--- config.mk ---
export PLATFORM = sky130hd
export DESIGN_NAME = countdown_timer
export DESIGN_NICKNAME = d
export VERILOG_FILES = /design/src/rtl/countdown_timer.sv
export SDC_FILE = /design/constraint.sdc
export NUM_CORES = 1
export LEC_CHECK = 0
export CAP_MARGIN = 20
export CELL_PAD_IN_SITES_DETAIL_PLACEMENT = 2
export CELL_PAD_IN_SITES_GLOBAL_PLACEMENT = 2
export CORE_MARGIN = 2
export CORE_UTILIZATION = 31
export DETAILED_ROUTE_END_ITERATION = 16
export HOLD_SLACK_MARGIN = 0.06
export PLACE_DENSITY = 0.92
export SYNTH_ARGS = -nofsm -noshare
export SYNTH_HDL_FRONTEND = slang
export SYNTH_SLANG_ARGS = --single-unit
--- constraint.sdc ---
create_clock -name clk -period 3.45 [get_ports clk]
set_input_delay 0.69 -clock clk [delete_from_list [all_inputs] [get_ports clk]]
set_output_delay 0.69 -clock clk [all_outputs]
set_load 0.01 [all_outputs]
--- src/rtl/countdown_timer.sv ---
// Countdown timer: counts loadValue units (ms or us, derived from FREQ_IN) down to zero,
// with level pause, abort, restart on start, and a one-cycle done pulse at expiry.
module countdown_timer #(
    parameter int FREQ_IN         = 10000,
    parameter int SELECT_UNITS    = 0,
    parameter int SIZE_LOAD_TIMER = 10
) (
    input  logic                       clk,
    input  logic                       resetTimer,
    input  logic                       start,
    input  logic                       pause,
    input  logic                       abort,
    input  logic [SIZE_LOAD_TIMER-1:0] loadValue,
    output logic [SIZE_LOAD_TIMER-1:0] remainingTime,
    output logic                       busy,
    output logic                       done
);

    localparam int FREQ_OF_UNITS = (SELECT_UNITS == 0) ? 1000 : 1000000;
    localparam int UNIT_CYCLES   = FREQ_IN / FREQ_OF_UNITS;
    localparam int PRE_W         = (UNIT_CYCLES > 1) ? $clog2(UNIT_CYCLES) : 1;
    localparam logic [PRE_W-1:0] PRE_LAST = PRE_W'((UNIT_CYCLES > 0) ? UNIT_CYCLES - 1 : 0);

    generate
        if (UNIT_CYCLES < 1) begin : g_bad_freq
            $error("countdown_timer: FREQ_IN is below one clock per time unit");
        end
    endgenerate

    typedef enum logic [1:0] {
        IDLE,
        RUN,
        PAUSED,
        DONE
    } state_t;

    state_t                     state     = IDLE;
    logic [PRE_W-1:0]           prescaler = '0;
    logic [SIZE_LOAD_TIMER-1:0] remaining = '0;
    logic                       busy_q    = 1'b0;
    logic                       done_q    = 1'b0;
    logic                       tick;

    assign tick          = (prescaler == PRE_LAST);
    assign remainingTime = remaining;
    assign busy          = busy_q;
    assign done          = done_q;

    // A cycle with pause low in PAUSED counts like a RUN cycle, so pause costs exactly its length.
    always_ff @(posedge clk or posedge resetTimer) begin
        if (resetTimer) begin
            state     <= IDLE;
            prescaler <= '0;
            remaining <= '0;
            busy_q    <= 1'b0;
            done_q    <= 1'b0;
        end else if (abort) begin
            state     <= IDLE;
            prescaler <= '0;
            remaining <= '0;
            busy_q    <= 1'b0;
            done_q    <= 1'b0;
        end else if (start) begin
            prescaler <= '0;
            if (loadValue == '0) begin
                state     <= DONE;
                remaining <= '0;
                busy_q    <= 1'b0;
                done_q    <= 1'b1;
            end else begin
                state     <= RUN;
                remaining <= loadValue;
                busy_q    <= 1'b1;
                done_q    <= 1'b0;
            end
        end else begin
            case (state)
                RUN, PAUSED: begin
                    if (pause) begin
                        state  <= PAUSED;
                        busy_q <= 1'b1;
                        done_q <= 1'b0;
                    end else if (tick) begin
                        prescaler <= '0;
                        if (remaining <= SIZE_LOAD_TIMER'(1)) begin
                            state     <= DONE;
                            remaining <= '0;
                            busy_q    <= 1'b0;
                            done_q    <= 1'b1;
                        end else begin
                            state     <= RUN;
                            remaining <= remaining - SIZE_LOAD_TIMER'(1);
                            busy_q    <= 1'b1;
                            done_q    <= 1'b0;
                        end
                    end else begin
                        state     <= RUN;
                        prescaler <= prescaler + PRE_W'(1);
                        busy_q    <= 1'b1;
                        done_q    <= 1'b0;
                    end
                end
                default: begin
                    state  <= IDLE;
                    busy_q <= 1'b0;
                    done_q <= 1'b0;
                end
            endcase
        end
    end

endmodule

Yosys cells after proc, flatten, opt, wreduce, memory -nomap -nowiden. Cells that the tools add are included.

$add $sub $neg: 2. $lt $le $gt $ge: 1. Eq/ne operators: 4. Muxes and demuxes: 33. Reduce and logical (&&, ||, !) cells: 6.

Operator list (number): 10-bit 2-to-1 mux (7); 4-bit 2-to-1 mux (5); 1-bit 2-to-1 mux (14); 2-bit 2-to-1 mux (7); 10-bit by 1-bit <= comparator with 1-bit output (second input constant) (1); 10-bit zero test (1); 10-bit by 1-bit subtractor with 10-bit output (second input constant) (1); 3-bit nonzero test (2); 4-bit by 1-bit adder with 4-bit output (second input constant) (1); 4-bit equality test (second input constant) (1); 3-bit by 2-bit != test with 1-bit output (second input constant) (1); 3-bit AND reduction (1); 2-bit by 1-bit equality test with 1-bit output (second input constant) (1); 2-bit equality test (second input constant) (1); 2-bit AND reduction (1); 2-bit OR reduction (1).

Bits in registers: 18. Bits of input ports: 15. Output and inout bits: 12. Logic and storage cells: 51.

Logic depth before layout (Yosys ltp).
Word-level depth: 7. Depth in mapped cells: 8. Mapped depth without buffers: 7.

Least setup slack after synthesis. OpenSTA, ideal clock, no wires.

Path kind: register -> register. Start: register remaining[0] (netlist: remainingTime[0]). End: register remaining[7] (netlist: remainingTime[7]). Library setup time: 0.064 ns. Arrival: 1.804 ns. Required time: 3.386 ns. Slack: 1.582 ns. Stages on the path, launching flop included: 9. Buffers on the path: 1. Clock period less this slack: 1.868 ns. Cell sequence: dfrtp_1 inv_1 ha_1 nor2_1 and4b_1 buf_6 or3_4 nor2_2 a211o_1.

Longest elaborated chain between the ends: 7. Elaborated cells on any way between the ends: 8. Classes of those cells: add/sub (1); order compare (1); mux (6).

RTL lines: start, declared (line 39) `logic [SIZE_LOAD_TIMER-1:0] remaining = '0;`; start signal, assigned (line 72) `remaining <= loadValue;`; start signal, assigned (line 92) `remaining <= remaining - SIZE_LOAD_TIMER'(1);`; 10-bit by 1-bit subtractor with 10-bit output / 10-bit by 1-bit <= comparator with 1-bit output (equally long branches) (line 92, 85); 10-bit 2-to-1 mux (*) (line 85) `if (remaining <= SIZE_LOAD_TIMER'(1)) begin`; 10-bit 2-to-1 mux (*) (line 83) `end else if (tick) begin`; 10-bit 2-to-1 mux (*) (line 79) `if (pause) begin`; 10-bit 2-to-1 mux (*) (line 77) `case (state)`; 10-bit 2-to-1 mux (*) (line 63) `end else if (start) begin`; 10-bit 2-to-1 mux (*) (line 57) `end else if (abort) begin`.

Every way passes the cells marked *; elsewhere a longest branch is shown, timed or not. The select of a mux whose other input is x is not followed. A chain may end at the register's enable or synchronous reset.

Final worst setup path.
Start: input start. End: register remaining[9] (netlist: remainingTime[9]).

Longest elaborated chain between the ends: 2. Elaborated cells on any way between the ends: 6. Classes of those cells: eq/ne (1); mux (2); reduce/logical (3).

RTL lines: start, declared (line 10) `input logic start,`; 3-bit by 2-bit != test with 1-bit output (no line) (tied with other cells); 3-bit AND reduction (no line) / 10-bit 2-to-1 mux (equally long branches).

Parallel ways exist; a longest one is shown, timed or not.

==> flow_results.org <==
** Final layout
- Number of nets in the layout :: ~180
- Fill cells :: between 400 and 500
- The number of antenna diodes in the final layout is 0.
- Filler-free cell count of the finished design :: ~210
- Post-synthesis to final-layout area growth :: 29.2%
- Fraction of final layout cells sized beyond drive strength 1 :: 8.81%

** Timing
- Between clock sinks in the finished design, the worst skew comes to 1.86 ps.
- Max-Slew Margin vs Limit :: about 50%
- Setup violations remaining at the end of the flow were counted as 0.
- Max Slew Vio Count :: 0
- For the pin with the worst max-slew slack, the measured transition is 753 ps.
- Summed over all failing endpoints, the final setup total negative slack is 0 ps.
- Time the worst path needs with I/O delays and setup :: about 2400 ps
- Setup repair after global routing missed its margin :: false
- The count of endpoints failing hold in the final timing report is 0.
- Max Fclk :: approximately 420 MHz
- Dividing the final minimum period by the clock period gives about two thirds.

** Setup path
- Critical path's top delay family :: buffers and inverters
- Required time of the critical path :: about 3600 ps
- Along the worst path, the maximum fanout reaches 15.
- CP Depth :: 5
- The critical path in this run is classified as input pin to flip-flop.
- The critical path goes through clkdlybuf4s50_1, clkinv_1, a41oi_1, o21ai_0, a32o_1.
- Cells on worst reg2reg path :: 7
- STA classifies the critical path startpoint as an input pin.
- For this run, the slowest stage of the critical path takes a little over 800 ps.
- The number of buffers and inverters on the critical path is 2.
- STA classifies the critical path endpoint as a flip-flop.
- Slowest cell on the critical path :: clkdlybuf4s50_1
- Arrival time reported for the critical path endpoint :: around 2500 ps

** Global routing
- The via count of the first global-routing pass was roughly 1300.
- The number of antenna violations at the first check in global routing is 0.
- Remaining global-route overflow :: 0
- Entering global routing, the biggest net connects 19 pins.
- In the global route stage, overall resource usage came out at 20.6%.
- Wire length of the first global-routing pass :: around 6.5 mm

** Routing
- The detailed router finished its first iteration with 26 violations.
- Highest metal layer used by the detailed router :: met4
- Routed length per placed instance :: between 15 and 20 µm
- Met3 wire length :: between 100 and 150 µm
- The first TritonRoute pass finished after 4 iterations.
- In the detailed route, the total length drawn on met2 is about 2.1 mm.
- Remaining antenna violation count after routing :: 0
- Vias per Instance :: between 5 and 6
- The routed design has ~4 mm of wire.
- Count of unresolved DRC violations after routing :: 0
- Met1 WL :: between 1.5 and 2 mm
- The final route contains ~1200 vias.

** Power
- Leak :: between 0.6 and 0.7 nW
- The internal portion of the total power is ~380 µW.
- Comb power frac :: 23.8%
- Ratio of total power to cell area :: approximately 360 nW/µm²
- Max IR drop VDD :: 0.000171 V
- Clock share of power :: between 30% and 40%
- Flop pwr share :: a little over two fifths
- Net switching is 31.3% of the power.
- For this design the total switching power over the nets is 173 µW.

** Clock tree
- TritonCTS created 3 clock buffers.
- Post-CTS setup repair buffer count :: 0
- Clk sink count :: 18
- TritonCTS built the clock tree.
- Deepest clock path buffer count :: 2
- At the later pin of the worst-skew pair, clock insertion delay measures ~260 ps.
- Clock root buffer master :: clkbuf_8
- The number of hold buffers added after CTS was 0.
- Resized Gates After CTS :: 0
- CTS built an H-tree with a depth of 1.
- Clock-pin slew was measured on the worst setup and hold paths at 80 ps.

** Placed design
- HPWL after detailed placement :: between 2 and 3 mm
- Once placement completed, the tool counted placed cells totaling about 200.
- The count of buffers added on input and output ports is 26.
- At the end of routability-driven placement, the weighted congestion stood at 0.844.

** Yosys
- After synthesis, the netlist uses 47 different library cells.
- Yosys mapped a number of flops with a built-in enable equal to 0.
- Synth Register Bits :: 18
- Syn avg cell area :: slightly below 9 µm²
- In the synthesized netlist the async set-or-reset flop fraction comes to 100%.
- Sequential element share of the synthesized area :: a little under two fifths
- Post-Syn Nets :: 153
- For this run, the leading register cell type out of synthesis is dfrtp_1.
- For this run, the number of Yosys warnings is 0.
- Synthesis handed over a netlist of roughly 130 instances.
- Combined area of all synthesized cells :: approximately 1200 µm²

** Floorplan
- For this design the top-level I/O count stands at 27.
- Total core area :: between 3000 and 4000 µm²
- Number of standard-cell rows in the floorplan :: 22
- In this run the vertical extent of the chip is around 66 µm.
- Die ar. :: 4320 µm²
- Initial Util :: roughly a third
- Die X :: between 60 and 70 µm

** Hold path
- The min-delay analysis places its worst path in the category flip-flop to flip-flop.
- Worst hold path depth :: 1

** Flow run
- Max cap viols :: 0

** Status
- The run finished with clean final reports.
[cells in the final DEF (no fill, tap or decap), types with 3 or more instances in the layout]
cell type / synthesis / final
clkdlybuf4s50_1: 0 / 26
nor3_1: 7 / 7
nor4_1: 3 / 3
nor2_1: 18 / 18
o21ai_0: 4 / 4
ha_1: 4 / 4
nand3_1: 10 / 10
dfrtp_1: 18 / 18
a21oi_1: 10 / 10
clkbuf_8: 0 / 4
inv_1: 6 / 6
nand2_1: 9 / 9
[registers in the layout, indices dropped and copies added, names as in the netlist]
| name | flops |
|---|---|
| remainingTime | 10 |
| prescaler | 4 |
| state | 2 |
| busy | 1 |
| done | 1 |
[power groups by stage]
stage	Combinational [mW]	Sequential (mW)	Clock (mW)
floorplan	0.0690	0.241	0
global placement	0.122	0.239	0
detailed placement	0.129	0.241	0
CTS	0.131	0.237	0.187
global route	0.143	0.238	0.194
finish	0.131	0.237	0.183
[final cells by class]
cell class / count / area, µm² / area share (%)
tap: 48 / 60.1 / 3.94
clock buffer: 4 / 55.1 / 3.61
multi-input combinational: 104 / 672 / 44.1
timing repair buffer: 26 / 260 / 17.1
inverter: 7 / 26.3 / 1.72
sequential: 18 / 450 / 29.6
[stage by stage]
| stage | power, mW | util, % | hold WS, ps | cell area, µm² | setup WS (ps) |
|---|---|---|---|---|---|
| finish | 0.551 | 41.6 | 547 | 1520 | 1080 |
| floorplan | 0.310 | - | 462 | 1180 | 1580 |
| global placement | 0.361 | 40.1 | 499 | 1470 | 923 |
| global route | 0.575 | 41.6 | 582 | 1520 | 1000 |
| CTS | 0.555 | 41.6 | 553 | 1520 | 1080 |
| detailed placement | 0.370 | 40.1 | 505 | 1470 | 833 |
[path summary, 6_finish.rpt]
check | startpoint | to | slack [ps]
min in group asynchronous | resetTimer | remainingTime[6] | 850
max in group asynchronous | resetTimer | prescaler[0] | 2120
worst min-delay path | prescaler[3] | prescaler[3] | 550
worst min register to register | prescaler[3] | prescaler[3] | 550
worst max register to register | remainingTime[0] | remainingTime[6] | 1200
worst max-delay path | start | remainingTime[9] | 1080
[cell families (layout without fill, tap and decap cells)]
family	Yosys count	count (layout)	synth area share, %
adder cells (fa/ha/maj)	4	4	4.24
XOR/XNOR	1	1	1.38
AND/OR/NAND/NOR	65	65	30.6
buffers and inverters	12	37	4.88
flip-flops	18	18	38.2
AO/OA/AOI/OAI	32	32	19.0
multiplexers	2	2	1.70
[cells in the mapped netlist, drive strengths merged, types with 2 or more instances]
cell type   n  share of area, %
nor2       19               6.3
dfrtp      18                38
nand3      11               5.7
a21oi      10               4.2
nand2       9               2.9
nor3        8               3.8
inv         6               1.9
nor4        5               3.7
ha          4               4.2
o21ai       4               1.7
buf         3               2.0
a211oi      2               1.7
a31oi       2               1.1
a32o        2               1.7
and3b       2               1.5
clkbuf      2              0.64
mux2i       2               1.7
nand2b      2               1.1
o41ai       2               1.5
[worst register-to-register path, cell delays in order (launching register included)]
cell and delay [ps]:
dfrtp_1 540, inv_1 100, ha_1 260, nor2_1 200, and4b_1 350, nor4_1 320
a21oi_1 90, o31ai_1 280
[routing by layer]
| metal | vias to the layer above | track usage [%] |
|---|---|---|
| li1 | 544 | - |
| met1 | 602 | 26.3 |
| met2 | 25 | 35.6 |
| met3 | 2 | 2.40 |
| met4 | 0 | 7.03 |
| met5 | - | 0 |
(Power assumes the default switching activity.)
